File: src/rtl/gb_bus_pkg.sv
// Shared types and constants for the external memory bus arbiter.
package gb_bus_pkg;

    typedef enum logic [2:0] {
        IDLE,
        SETUP,
        STROBE,
        HOLD,
        DONE
    } bus_state_t;

    // Chip-select bit positions in the one-hot cs field
    localparam int unsigned CS_RAM  = 0;
    localparam int unsigned CS_CART = 1;
    localparam int unsigned CS_CROM = 2;
    localparam int unsigned CS_CRAM = 3;

    localparam int unsigned DEF_AW         = 21;
    localparam int unsigned DEF_DW         = 8;
    localparam int unsigned DEF_SETUP_CYC  = 1;
    localparam int unsigned DEF_STROBE_CYC = 2;
    localparam int unsigned DEF_HOLD_CYC   = 1;

    function automatic int unsigned max3(input int unsigned a,
                                         input int unsigned b,
                                         input int unsigned c);
        int unsigned m;
        m = (a > b) ? a : b;
        return (m > c) ? m : c;
    endfunction

endpackage

File: src/rtl/ext_bus_arbiter_if.sv
// Requester-side transaction port of the external bus arbiter.
interface ext_bus_arbiter_if #(
    parameter int unsigned AW = 21,
    parameter int unsigned DW = 8
);
    logic          req;
    logic          we;
    logic [AW-1:0] adr;
    logic [DW-1:0] wdata;
    logic [3:0]    cs;
    logic          ack;
    logic [DW-1:0] rdata;

    modport master (output req, we, adr, wdata, cs, input  ack, rdata);
    modport slave  (input  req, we, adr, wdata, cs, output ack, rdata);
endinterface

File: src/rtl/ext_bus_timer.sv
// Loadable down-counter timing one bus phase; last_c flags the final cycle.
module ext_bus_timer #(
    parameter int unsigned W = 2
) (
    input  logic         clk,
    input  logic         reset,
    input  logic         load,
    input  logic [W-1:0] load_val,
    output logic         last_c
);
    logic [W-1:0] cnt_q, cnt_d;

    // Reload on phase entry, otherwise count down to zero
    always_comb begin
        cnt_d = cnt_q;
        if (load) begin
            cnt_d = load_val;
        end else if (cnt_q != '0) begin
            cnt_d = cnt_q - W'(1);
        end
    end

    // Counter register
    always_ff @(posedge clk or posedge reset) begin
        if (reset) begin
            cnt_q <= '0;
        end else begin
            cnt_q <= cnt_d;
        end
    end

    assign last_c = (cnt_q == W'(1));
endmodule

File: src/rtl/ext_bus_arbiter.sv
// Two-port arbiter running timed SETUP/STROBE/HOLD cycles on the external memory pins.
module ext_bus_arbiter
    import gb_bus_pkg::*;
#(
    parameter int unsigned AW         = DEF_AW,
    parameter int unsigned DW         = DEF_DW,
    parameter int unsigned SETUP_CYC  = DEF_SETUP_CYC,
    parameter int unsigned STROBE_CYC = DEF_STROBE_CYC,
    parameter int unsigned HOLD_CYC   = DEF_HOLD_CYC,
    parameter int unsigned PRIO       = 0
) (
    input  logic           clk,
    input  logic           reset,
    ext_bus_arbiter_if.slave m0,
    ext_bus_arbiter_if.slave m1,
    output logic [AW-1:0]  bus_adr,
    output logic [DW-1:0]  bus_dout,
    output logic           bus_doe,
    input  logic [DW-1:0]  bus_din,
    output logic           n_read,
    output logic           n_write,
    output logic [3:0]     n_cs,
    output logic           busy,
    output logic           owner
);
    localparam int unsigned CNT_W = $clog2(max3(SETUP_CYC, STROBE_CYC, HOLD_CYC) + 1);

    bus_state_t    state_q, state_d;
    logic          owner_q, owner_d;
    logic          rr_last_q, rr_last_d;
    logic          we_q, we_d;
    logic [AW-1:0] adr_q, adr_d;
    logic [DW-1:0] wdata_q, wdata_d;
    logic [3:0]    cs_q, cs_d;
    logic [DW-1:0] rdata0_q, rdata0_d, rdata1_q, rdata1_d;
    logic          ack0_q, ack0_d, ack1_q, ack1_d;
    logic          n_read_q, n_read_d, n_write_q, n_write_d;
    logic [3:0]    n_cs_q, n_cs_d;
    logic          bus_doe_q, bus_doe_d;
    logic          busy_q, busy_d;

    logic             grant_c;
    logic             last_c;
    logic             load_c;
    logic [CNT_W-1:0] load_val_c;
    logic             active_c;
    logic             strobe_c;

    ext_bus_timer #(.W(CNT_W)) u_timer (
        .clk      (clk),
        .reset    (reset),
        .load     (load_c),
        .load_val (load_val_c),
        .last_c   (last_c)
    );

    // Arbitration, phase sequencing, read capture and next pin values
    always_comb begin
        state_d    = state_q;
        owner_d    = owner_q;
        rr_last_d  = rr_last_q;
        we_d       = we_q;
        adr_d      = adr_q;
        wdata_d    = wdata_q;
        cs_d       = cs_q;
        rdata0_d   = rdata0_q;
        rdata1_d   = rdata1_q;
        grant_c    = 1'b0;
        load_val_c = '0;

        case (state_q)
            IDLE: begin
                if (PRIO != 0) begin
                    grant_c = ~m0.req;
                end else if (m0.req && m1.req) begin
                    grant_c = ~rr_last_q;
                end else begin
                    grant_c = m1.req;
                end
                if (m0.req || m1.req) begin
                    state_d   = SETUP;
                    owner_d   = grant_c;
                    rr_last_d = grant_c;
                    we_d      = grant_c ? m1.we    : m0.we;
                    adr_d     = grant_c ? m1.adr   : m0.adr;
                    wdata_d   = grant_c ? m1.wdata : m0.wdata;
                    cs_d      = grant_c ? m1.cs    : m0.cs;
                end
            end
            SETUP: begin
                if (last_c) state_d = STROBE;
            end
            STROBE: begin
                if (last_c) begin
                    state_d = HOLD;
                    if (!we_q) begin
                        if (owner_q) rdata1_d = bus_din;
                        else         rdata0_d = bus_din;
                    end
                end
            end
            HOLD: begin
                if (last_c) state_d = DONE;
            end
            DONE: begin
                state_d = IDLE;
            end
            default: begin
                state_d = IDLE;
            end
        endcase

        load_c = (state_d != state_q);
        case (state_d)
            SETUP:   load_val_c = CNT_W'(SETUP_CYC);
            STROBE:  load_val_c = CNT_W'(STROBE_CYC);
            HOLD:    load_val_c = CNT_W'(HOLD_CYC);
            default: load_val_c = '0;
        endcase

        active_c  = (state_d == SETUP) || (state_d == STROBE) || (state_d == HOLD);
        strobe_c  = (state_d == STROBE);
        n_cs_d    = active_c ? ~cs_d : 4'hf;
        bus_doe_d = active_c && we_d;
        n_read_d  = ~(strobe_c && !we_d);
        // ROM writes run the full cycle but never pulse n_write
        n_write_d = ~(strobe_c && we_d && !cs_d[CS_CROM]);
        ack0_d    = (state_d == DONE) && !owner_d;
        ack1_d    = (state_d == DONE) && owner_d;
        busy_d    = (state_d != IDLE);
    end

    // State, capture and pin registers
    always_ff @(posedge clk or posedge reset) begin
        if (reset) begin
            state_q   <= IDLE;
            owner_q   <= 1'b0;
            rr_last_q <= 1'b1;
            we_q      <= 1'b0;
            adr_q     <= '0;
            wdata_q   <= '0;
            cs_q      <= '0;
            rdata0_q  <= '0;
            rdata1_q  <= '0;
            ack0_q    <= 1'b0;
            ack1_q    <= 1'b0;
            n_read_q  <= 1'b1;
            n_write_q <= 1'b1;
            n_cs_q    <= 4'hf;
            bus_doe_q <= 1'b0;
            busy_q    <= 1'b0;
        end else begin
            state_q   <= state_d;
            owner_q   <= owner_d;
            rr_last_q <= rr_last_d;
            we_q      <= we_d;
            adr_q     <= adr_d;
            wdata_q   <= wdata_d;
            cs_q      <= cs_d;
            rdata0_q  <= rdata0_d;
            rdata1_q  <= rdata1_d;
            ack0_q    <= ack0_d;
            ack1_q    <= ack1_d;
            n_read_q  <= n_read_d;
            n_write_q <= n_write_d;
            n_cs_q    <= n_cs_d;
            bus_doe_q <= bus_doe_d;
            busy_q    <= busy_d;
        end
    end

    assign bus_adr  = adr_q;
    assign bus_dout = wdata_q;
    assign bus_doe  = bus_doe_q;
    assign n_read   = n_read_q;
    assign n_write  = n_write_q;
    assign n_cs     = n_cs_q;
    assign busy     = busy_q;
    assign owner    = owner_q;
    assign m0.ack   = ack0_q;
    assign m0.rdata = rdata0_q;
    assign m1.ack   = ack1_q;
    assign m1.rdata = rdata1_q;
endmodule

File: src/flat_wrapper.sv
// flat-port wrapper written by rule: the top's interface ports become plain ports
module ext_bus_arbiter_flat import gb_bus_pkg::*;
#(
    parameter int unsigned AW         = DEF_AW,
    parameter int unsigned DW         = DEF_DW,
    parameter int unsigned SETUP_CYC  = DEF_SETUP_CYC,
    parameter int unsigned STROBE_CYC = DEF_STROBE_CYC,
    parameter int unsigned HOLD_CYC   = DEF_HOLD_CYC,
    parameter int unsigned PRIO       = 0
)
  (clk, reset, bus_adr, bus_dout, bus_doe, bus_din, n_read, n_write, n_cs, busy, owner, m0_req, m0_we, m0_adr, m0_wdata, m0_cs, m0_ack, m0_rdata, m1_req, m1_we, m1_adr, m1_wdata, m1_cs, m1_ack, m1_rdata);
  ext_bus_arbiter_if #(.AW(AW), .DW(DW)) m0_i ();
  ext_bus_arbiter_if #(.AW(AW), .DW(DW)) m1_i ();
  input  logic clk;
  input  logic reset;
  output logic [AW-1:0] bus_adr;
  output logic [DW-1:0] bus_dout;
  output logic bus_doe;
  input  logic [DW-1:0] bus_din;
  output logic n_read;
  output logic n_write;
  output logic [3:0] n_cs;
  output logic busy;
  output logic owner;
  input wire logic [$bits(m0_i.req)-1:0] m0_req;
  input wire logic [$bits(m0_i.we)-1:0] m0_we;
  input wire logic [$bits(m0_i.adr)-1:0] m0_adr;
  input wire logic [$bits(m0_i.wdata)-1:0] m0_wdata;
  input wire logic [$bits(m0_i.cs)-1:0] m0_cs;
  output wire logic [$bits(m0_i.ack)-1:0] m0_ack;
  output wire logic [$bits(m0_i.rdata)-1:0] m0_rdata;
  input wire logic [$bits(m1_i.req)-1:0] m1_req;
  input wire logic [$bits(m1_i.we)-1:0] m1_we;
  input wire logic [$bits(m1_i.adr)-1:0] m1_adr;
  input wire logic [$bits(m1_i.wdata)-1:0] m1_wdata;
  input wire logic [$bits(m1_i.cs)-1:0] m1_cs;
  output wire logic [$bits(m1_i.ack)-1:0] m1_ack;
  output wire logic [$bits(m1_i.rdata)-1:0] m1_rdata;
  assign m0_i.req = m0_req;
  assign m0_i.we = m0_we;
  assign m0_i.adr = m0_adr;
  assign m0_i.wdata = m0_wdata;
  assign m0_i.cs = m0_cs;
  assign m0_ack = m0_i.ack;
  assign m0_rdata = m0_i.rdata;
  assign m1_i.req = m1_req;
  assign m1_i.we = m1_we;
  assign m1_i.adr = m1_adr;
  assign m1_i.wdata = m1_wdata;
  assign m1_i.cs = m1_cs;
  assign m1_ack = m1_i.ack;
  assign m1_rdata = m1_i.rdata;
  ext_bus_arbiter #(.AW(AW), .DW(DW), .SETUP_CYC(SETUP_CYC), .STROBE_CYC(STROBE_CYC), .HOLD_CYC(HOLD_CYC), .PRIO(PRIO)) u_core (.clk(clk), .reset(reset), .m0(m0_i), .m1(m1_i), .bus_adr(bus_adr), .bus_dout(bus_dout), .bus_doe(bus_doe), .bus_din(bus_din), .n_read(n_read), .n_write(n_write), .n_cs(n_cs), .busy(busy), .owner(owner));
endmodule
File: config.mk
export PLATFORM = sky130hd
export DESIGN_NAME = ext_bus_arbiter_flat
export DESIGN_NICKNAME = d
export VERILOG_FILES = /design/src/rtl/gb_bus_pkg.sv /design/src/rtl/ext_bus_arbiter_if.sv /design/src/rtl/ext_bus_timer.sv /design/src/rtl/ext_bus_arbiter.sv /design/src/flat_wrapper.sv
export SDC_FILE = /design/constraint.sdc
export NUM_CORES = 1
export LEC_CHECK = 0
export ABC_AREA = 1
export CORE_MARGIN = 10
export CORE_UTILIZATION = 42
export DETAILED_ROUTE_END_ITERATION = 16
export GPL_TIMING_DRIVEN = 1
export PLACE_DENSITY = 0.8
export SLEW_MARGIN = 20
export SYNTH_ARGS = -nofsm -noshare
export SYNTH_HDL_FRONTEND = slang
export SYNTH_HIERARCHICAL = 1
export SYNTH_SLANG_ARGS = --single-unit
File: constraint.sdc
create_clock -name clk -period 2.9 [get_ports clk]
set_input_delay 0.87 -clock clk [delete_from_list [all_inputs] [get_ports clk]]
set_output_delay 0.87 -clock clk [all_outputs]
set_load 0.02 [all_outputs]
==> metrics.txt, run 1 <==
vias in the first global route=2,893; wire per inst=15.48 um; family with the most delay on the worst path=buffers and inverters; largest stage delay on the critical path=610 ps; vias=2,729; Synth-to-Final Area Change=53.74%; P per Cell Area=1097 nW/um^2; synth unique cells=26; Worst Clk Skew=7.545 ps; CP Capture Type=output port; final WL=8.903 mm; layout cell share with drive strength beyond 1=15.55%; vias per inst=4.746; relative max-transition margin=51.25%; setup TNS=0 ps; slowest stage cell, crit path=clkdlybuf4s50_1; Die Width=105.3 um; ys flop type=dfrtp_1; clock-pin slew on the worst setup and hold paths=80 ps; TritonCTS clock tree=built; number of enable flip-flop cells after synthesis=0; Async S/R FF share, synth=100.0%; yosys warns=6; Worst Path Buf+Inv=1; Final Hold Viols=0; initial antenna violation count=0; most frequent cells in the layout=clkdlybuf4s50_1, nand2_1, dfrtp_1, nor2_1, o21ai_0; Hold Crit Class=reg2reg; H-tree Lvls=3; Synth Register Bits=67; post-synthesis cell count=332; Starting Density=42.63%; Fmax achieved=0.4262 GHz; mapped cell area=3059 sq um; clock latency on the worst-skew pair=340 ps; first-iteration detailed-routing DRC count=86; overall routing resource usage=15.84%; Buffers on Ports=135; DP Wirelength=6.843 mm; final routed DRC violation total=0; syn avg cell area=9.214 sq um; worst IR drop on VDD=0.5092 mV; global route overflow=0; post-detailed-route count of antenna-violating nets=0; drt pass-1 iters=4; io pins=136; Placement Rows=31; setup violators final=0; commonest non-fill, non-tap cell in the layout=clkdlybuf4s50_1; total die area=11,100 sq um; total core area=7176 sq um; antenna fix cells=0; global-route wire length before repair=14.29 mm; Slew @ Worst Pin=730.1 ps; Final Util=65.54%; Syn Nets=414; # clock sinks=67; Setup Buffers After CTS=0; RSZ-0062 raised after global routing=no; cell chain of the critical path=clkdlybuf4s50_1; CTS Hold Bufs=0; Vert. Die Dim=105.3 um; critical path startpoint category=flop; max-cap violations=0; routability congestion estimate=0.8819; CTS root buffer=clkbuf_8; CTS max path bufs=2; CTS Buf Count=9; outcome=finished, final reports clean; crit-path max FO=1; minimum clock period=2346 ps; Resized cells post-CTS=0; critical path class=reg2out; Req. time, crit path=2030 ps; Data arrival, critical path=1480 ps; Slew Limit Fails=0; period utilization=80.90%; Inst Count DP=559; Layout Cells excl Fill=575; final net count=553; Seq/Total Area, Yosys=55.09%; Pwr Total=5.157 mW; LEAKAGE=2.088 nW; pin count of the biggest net entering global routing=37
-- synthesized netlist by cell type (2+ instances only) --
cell | instances | share of area [%]
buf_2 | 5 | 0.82
nand2_1 | 70 | 8.6
nor2_2 | 2 | 0.41
inv_1 | 25 | 3.1
buf_6 | 5 | 1.8
o21ai_1 | 31 | 5.1
nand2_2 | 11 | 2.2
o21ai_2 | 19 | 5.4
o21ai_0 | 33 | 5.4
nor2_4 | 2 | 0.74
dfstp_2 | 7 | 6.0
dfrtp_1 | 60 | 49
inv_2 | 2 | 0.25
nor2_1 | 34 | 4.2
ha_1 | 2 | 0.82
nand3_4 | 3 | 1.7
nand4_1 | 3 | 0.61
nand3_1 | 7 | 1.1
clkbuf_1 | 4 | 0.49
-- power by group --
| group | internal, mW | total (mW) | switching [mW] |
|---|---|---|---|
| clock network | 0.445 | 0.798 | 0.353 |
| logic | 1.16 | 2.69 | 1.54 |
| registers | 1.42 | 1.67 | 0.250 |
-- per-layer routing --
layer | up-vias | wire length (um) | share of wire (%) | global-route usage (%)
met4 | 0 | 143 | 1.6 | 6.471
met2 | 102 | 4331 | 49 | 26.18
met1 | 1259 | 3787 | 43 | 18.63
met5 | - | 0 | 0 | 0
li1 | 1354 | - | - | -
met3 | 14 | 640 | 7.2 | 5.116
-- path summary, 6_finish.rpt --
path,startpoint,endpoint,slack [ps],cells after the start
worst max-delay path,u_core/n_cs[1],n_cs[1],550,1
worst min-delay path,u_core/cs_q[3],u_core/cs_q[3],470,2
worst max register to register,u_core/u_timer/cnt_q[1],u_core/u_timer/cnt_q[1],1200,10
worst min register to register,u_core/cs_q[3],u_core/cs_q[3],470,2
max in group asynchronous,reset,u_core/m1.rdata[6],1260,3
min in group asynchronous,reset,u_core/u_timer/cnt_q[0],730,2
-- registers in the layout, summed over array words and instances (netlist names) --
name and flops:
u_core/rr_last_q 1, u_core/m1.ack 1, u_core/n_write 1, u_core/u_timer/cnt_q 2, u_core/bus_adr 21, u_core/m0.ack 1
u_core/we_q 1, u_core/m0.rdata 8, u_core/state_q 3, u_core/busy 1, u_core/owner 1, u_core/n_read 1
u_core/n_cs 4, u_core/bus_doe 1, u_core/bus_dout 8, u_core/cs_q 4, u_core/m1.rdata 8
-- area by class of cell --
cell class	instances	area [sq um]
clock buffer	11	151.4
clock inverter	5	61.31
fill	597	2472
inverter	28	106.4
multi-input combinational	223	1171
sequential	67	1685
tap	99	123.9
timing repair buffer	142	1404
-- metrics by stage --
step                instance area [sq um]  setup WS (ps)  hold slack, ps
floorplan                            3059          415.1           443.1
global route                         4703          402.4           505.4
finish                               4703          553.9           473.7
CTS                                  4703          539.4           471.6
global placement                     4491          348.4           451.9
detailed placement                   4491          278.8           455.8
-- logic make-up (layout without fill, tap and decap cells) --
| logic type | Yosys count | in the layout | share of synthesized area [%] |
|---|---|---|---|
| and+or+nand+nor | 137 | 137 | 21.39 |
| AOI/OAI and AO/OA | 84 | 84 | 16.07 |
| DFF | 67 | 67 | 55.09 |
| buffers and inverters | 42 | 186 | 6.625 |
| adders and majority gates | 2 | 2 | 0.8179 |
Power figures use the tool's default switching activity.
==> run 2, diff against run 1 <==
--- a/config.mk
+++ b/config.mk
@@ -7,10 +7,10 @@
 export LEC_CHECK = 0
 export ABC_AREA = 1
 export CORE_MARGIN = 10
-export CORE_UTILIZATION = 42
+export CORE_UTILIZATION = 38
 export DETAILED_ROUTE_END_ITERATION = 16
 export GPL_TIMING_DRIVEN = 1
-export PLACE_DENSITY = 0.8
+export PLACE_DENSITY = 0.77
 export SLEW_MARGIN = 20
 export SYNTH_ARGS = -nofsm -noshare
 export SYNTH_HDL_FRONTEND = slang
==> constraint.sdc (replaced) <==
create_clock -name clk -period 2.1 [get_ports clk]
set_input_delay 0.63 -clock clk [delete_from_list [all_inputs] [get_ports clk]]
set_output_delay 0.63 -clock clk [all_outputs]
set_load 0.02 [all_outputs]
==> metrics.txt, run 2 (synthesis gave the netlist of run 1 again) <==
Worst Clk Skew=4.471 ps (-3.074 ps); Vert. Die Dim=109.7 um (+4.2%); Fmax achieved=0.4932 GHz; Final Util=61.58% (-4.0 points); final routed DRC violation total=0 (unchanged); Layout Cells excl Fill=582 (+1.2%); RSZ-0062 raised after global routing=no; LEAKAGE=2.128 nW (+1.9%); slowest stage cell, crit path=clkdlybuf4s50_1; Worst Path Buf+Inv=1 (unchanged); antenna fix cells=0 (unchanged); relative max-transition margin=77.21% (+26 points); CTS max path bufs=2 (unchanged); crit-path max FO=3 (+2); vias in the first global route=2,702 (-6.6%); vias=2,732 (+0.11%); period utilization=96.55%; H-tree Lvls=3 (unchanged); commonest non-fill, non-tap cell in the layout=clkdlybuf4s50_1; P per Cell Area=1490 nW/um^2 (+36%); Hold Crit Depth=2 (unchanged); cell chain of the critical path=clkdlybuf4s50_1; setup TNS=0 ps (unchanged); setup violators final=0 (unchanged); clock latency on the worst-skew pair=330 ps (about the same); first-iteration detailed-routing DRC count=97 (+13%); CTS root buffer=clkbuf_8; R2R Path End=u_core/u_timer/cnt_q[1]; layout cell share with drive strength beyond 1=16.04% (+0.50 points); Buffers on Ports=135 (unchanged); Slew Limit Fails=0 (unchanged); vias per inst=4.694 (-1.1%); Placement Rows=32 (+3.2%); CTS Buf Count=9 (unchanged); routability congestion estimate=0.7929 (-10%); critical path class=reg2out; Req. time, crit path=1470 ps (-560 ps); Setup Buffers After CTS=0 (unchanged); Final Hold Viols=0 (unchanged); filler cell count=676 (+13%); Reg-to-Reg Start=u_core/u_timer/cnt_q[1]; wire per inst=15.20 um (-1.8%); Synth-to-Final Area Change=56.36%; global route overflow=0 (unchanged); total die area=12,040 sq um (+8.5%); global-route wire length before repair=13.94 mm (-2.4%); largest stage delay on the critical path=650 ps (+40 ps); Data arrival, critical path=1400 ps (-80 ps); TritonCTS clock tree=built; pin count of the biggest net entering global routing=66 (+78%); Worst R2R Setup Slack=450 ps (-750 ps); Slew @ Worst Pin=341.8 ps (-388.3 ps); minimum clock period=2028 ps; CP Capture Type=output port; Hold Crit Class=reg2reg; CTS Hold Bufs=0 (unchanged); max reg flops=21 (unchanged); Worst R2R Path Depth=10 (unchanged); Hold Path End=u_core/rr_last_q; initial antenna violation count=0 (unchanged); post-detailed-route count of antenna-violating nets=0 (unchanged); final net count=557 (+0.72%); Die Width=109.7 um (+4.2%); io pins=136 (unchanged); worst IR drop on VDD=0.6428 mV (+26%); max-cap violations=0 (unchanged); final WL=8.849 mm (-0.61%); critical path startpoint category=flop; Pwr Total=7.126 mW (+38%); family with the most delay on the worst path=buffers and inverters; total core area=7767 sq um (+8.2%); worst hold start=u_core/rr_last_q; outcome=finished, final reports clean; most frequent cells in the layout=clkdlybuf4s50_1, nand2_1, dfrtp_1, nor2_1, o21ai_0; Starting Density=39.38% (-3.2 points); Inst Count DP=566 (+1.3%); overall routing resource usage=14.89% (-0.96 points); drt pass-1 iters=4 (unchanged); clock-pin slew on the worst setup and hold paths=70 ps (about the same); # clock sinks=67 (unchanged); DP Wirelength=6.820 mm (-0.33%)
-- run 2: changes by cell type in the layout (fill, tap and decap cells not counted), sizes merged, moves of 2 or more --
cell and change:
dlymetal6s2s +2, buf +4, dlygate4sd2 +4, clkdlybuf4s50 -6
-- run 2: how the worst max path moves through the flow --
stage | startpoint | endpoint | slack (ps) | cells after the start
2_1_floorplan | m1_req | u_core/u_timer/cnt_q[0] | 350 | 9
3_3_place_gp | m1_req | u_core/m1.ack | 50 | 7
3_5_place_dp | m1_req | u_core/bus_dout[6] | 10 | 7
4_1_cts | u_core/n_cs[3] | n_cs[3] | 4 | 1
5_1_grt | u_core/owner | owner | 0.7 | 1
6_report | u_core/owner | owner | 70 | 1
-- run 2: stage by stage --
| step | setup WS, ps | area [sq um] | hold slack [ps] |
|---|---|---|---|
| 6_report | 72.41 | 4783 | 474.0 |
| 5_1_grt | 0.6665 | 4783 | 504.5 |
| 4_1_cts | 3.709 | 4778 | 480.1 |
| 3_5_place_dp | 14.38 | 4603 | 461.1 |
| 3_3_place_gp | 47.47 | 4603 | 453.0 |
| 2_1_floorplan | 345.4 | 3063 | 371.2 |
-- run 2: repair_timing --
item | 4_1_cts | 5_1_grt
hold endpoints to repair | 0 | 0
setup endpoints to repair | 4 | 2
gates resized for setup | 4 | 2
-- run 2: layer usage --
metal | part of all wire, % | track usage, % | vias up
met1 | 42 | 18.07 | 1255
met3 | 9.4 | 6.202 | 9
met2 | 47 | 22.96 | 109
li1 | - | - | 1359
met4 | 1.8 | 6.041 | 0
met5 | 0 | 0 | -
-- run 2: area by class of cell --
class                   instances  area [sq um]  share of cell area [%]
repair buffers                146          1509                   31.55
well taps                     102         127.6                   2.668
clock buffers                  12         155.1                   3.244
inverters                      28         110.1                   2.302
flip-flops and latches         67          1685                   35.23
clock inverters                 4         25.02                  0.5231
multi-input cells             223          1171                   24.48
-- run 2: power by group --
group / switching (mW) / internal, mW / total [mW]
logic: 2.13 / 1.74 / 3.87
clock network: 0.475 / 0.489 / 0.964
registers: 0.335 / 1.95 / 2.29
total: 2.94 / 4.19 / 7.13
==> run 3, diff against run 2 <==
--- a/config.mk
+++ b/config.mk
@@ -6,11 +6,13 @@
 export NUM_CORES = 1
 export LEC_CHECK = 0
 export ABC_AREA = 1
+export CELL_PAD_IN_SITES_DETAIL_PLACEMENT = 1
+export CELL_PAD_IN_SITES_GLOBAL_PLACEMENT = 2
 export CORE_MARGIN = 10
-export CORE_UTILIZATION = 38
+export CORE_UTILIZATION = 21
 export DETAILED_ROUTE_END_ITERATION = 16
 export GPL_TIMING_DRIVEN = 1
-export PLACE_DENSITY = 0.77
+export PLACE_DENSITY_LB_ADDON = 0.1
 export SLEW_MARGIN = 20
 export SYNTH_ARGS = -nofsm -noshare
 export SYNTH_HDL_FRONTEND = slang
==> metrics.txt, run 3 (synthesis gave the netlist of run 1 again) <==
# clock sinks=67 (unchanged); Area after DPL=4706 sq um (+2.2%); final net count=562 (+0.90%); layout cell share with drive strength beyond 1=16.29% (+0.25 points); Hold WS=468.7 ps (-5.267 ps); Die Width=140.7 um (+28%); H-tree Lvls=3 (unchanged); final routed DRC violation total=0 (unchanged); Placement Rows=44 (+38%); clock share of power=20.8% (+7.3 points); RSZ-0062 raised after global routing=no; vias per inst=4.052 (-14%); vias=2,711 (-0.77%); CTS max path bufs=2 (unchanged); Worst Path Buf+Inv=1 (unchanged); LEAKAGE=2.192 nW (+3.0%); drt pass-1 iters=4 (unchanged); Net Sw Frac=39.16% (-2.1 points); Worst Clk Skew=5.805 ps (+1.334 ps); largest stage delay on the critical path=660 ps (about the same); clock latency on the worst-skew pair=330 ps (about the same); Comb power frac=49.8% (-4.5 points); outcome=finished, final reports clean; pin count of the biggest net entering global routing=38 (-42%); Net Switching=3.055 mW (+4.0%); post-detailed-route count of antenna-violating nets=0 (unchanged); Synth-to-Final Area Change=63.84%; Pwr Total=7.803 mW (+9.5%); Power Internal=4.747 mW (+13%); first-iteration detailed-routing DRC count=104 (+7.2%); CTS Hold Bufs=0 (unchanged); CTS root buffer=clkbuf_16; Slew @ Worst Pin=363.8 ps (+22.00 ps); post-route design area=5012 sq um (+4.8%); Final Util=34.75% (-27 points); Inst Count DP=653 (+15%); total core area=14,420 sq um (+86%); minimum clock period=2025 ps (-2.229 ps); CP Capture Type=output port; slack of the critical path=74.64 ps (+2.229 ps); Setup Buffers After CTS=0 (unchanged); critical path startpoint category=flop; relative max-transition margin=75.69% (-1.5 points); pre-CTS setup slack=-112.7 ps (-127.0 ps); total die area=19,800 sq um (+64%); Req. time, crit path=1470 ps (about the same); global-route wire length before repair=17.33 mm (+24%); Starting Density=21.21% (-18 points); commonest non-fill, non-tap cell in the layout=clkdlybuf4s50_1; Slew Limit Fails=0 (unchanged); DP Wirelength=8.412 mm (+23%); Data arrival, critical path=1400 ps (about the same); global route overflow=0 (unchanged); Final Hold Viols=0 (unchanged); overall routing resource usage=11.05% (-3.8 points); Vert. Die Dim=140.7 um (+28%); initial antenna violation count=0 (unchanged); io pins=136 (unchanged); wire per inst=16.14 um (+6.2%); most frequent cells in the layout=clkdlybuf4s50_1, nand2_1, dfrtp_1, nor2_1, o21ai_0; filler cell count=1,673 (+150%); slowest stage cell, crit path=clkdlybuf4s50_1; Fmax achieved=0.4937 GHz (+0.11%); critical path class=reg2out; final WL=10.80 mm (+22%); clock-pin slew on the worst setup and hold paths=50 ps (-20 ps); setup violators final=0 (unchanged); setup TNS=0 ps (unchanged); TritonCTS clock tree=built; antenna fix cells=0 (unchanged); Flop pwr share=29.4% (-2.7 points); max reg flops=21 (unchanged); CTS Buf Count=9 (unchanged); crit-path max FO=3 (unchanged); Layout Cells excl Fill=669 (+15%); Hold Crit Class=reg2reg; P per Cell Area=1557 nW/um^2 (+4.5%); routability congestion estimate=0.7400 (-6.7%); family with the most delay on the worst path=buffers and inverters; vias in the first global route=3,112 (+15%); cell chain of the critical path=clkdlybuf4s50_1; max-cap violations=0 (unchanged); Buffers on Ports=135 (unchanged); worst IR drop on VDD=0.4976 mV (-23%); period utilization=96.45% (-0.11 points)
[run 3: cell types whose count changed in the layout (fill, tap and decap cells not counted)]
cell / change
clkbuf_8: -10
clkbuf_16: +9
buf_4: +8
buf_12: -3
clkbuf_1: +3
bufinv_16: +2
clkinv_2: -2
clkinvlp_4: -2
dlygate4sd2_1: +2
dlymetal6s2s_1: -2
[run 3: final timing paths]
path                                         start                      end  slack, ps  cells past startpoint
max reg2reg                u_core/u_timer/cnt_q[1]  u_core/u_timer/cnt_q[1]        400                     10
max                                   u_core/owner                    owner         70                      1
min                               u_core/rr_last_q         u_core/rr_last_q        470                      2
min reg2reg                       u_core/rr_last_q         u_core/rr_last_q        470                      2
min in group asynchronous                    reset  u_core/u_timer/cnt_q[0]        540                      2
max in group asynchronous                    reset           u_core/n_cs[3]        860                      3
[run 3: what timing repair did]
action | 4_1_cts | 5_1_grt
setup endpoints to repair | 6 | 0
gates resized for setup | 6 | 0
hold endpoints to repair | 0 | 0
[run 3: final cells by class]
cell class                 count  area, sq um  area share (%)
sequential                    67         1685           33.62
multi-input combinational    223         1171           23.36
timing repair buffer         151         1501           29.96
tap                          184        230.2           4.593
clock inverter                 2        60.06           1.198
clock buffer                  14        254.0           5.067
inverter                      28        110.1           2.197
[run 3: power by group through the flow]
stage / combinational (mW) / clock [mW] / sequential (mW)
global route: 4.32 / 1.74 / 2.38
floorplan: 1.57 / 0 / 2.92
finish: 3.88 / 1.62 / 2.30
CTS: 4.01 / 1.69 / 2.31
detailed placement: 4.03 / 0 / 2.32
global placement: 3.98 / 0 / 2.32
[run 3: per-layer routing]
metal / GRT usage, % / vias to the layer above / wire, um
li1: - / 1365 / -
met1: 12.90 / 1256 / 4733
met2: 17.49 / 80 / 5003
met3: 4.803 / 10 / 894
met4: 4.239 / 0 / 168
met5: 0 / - / 0
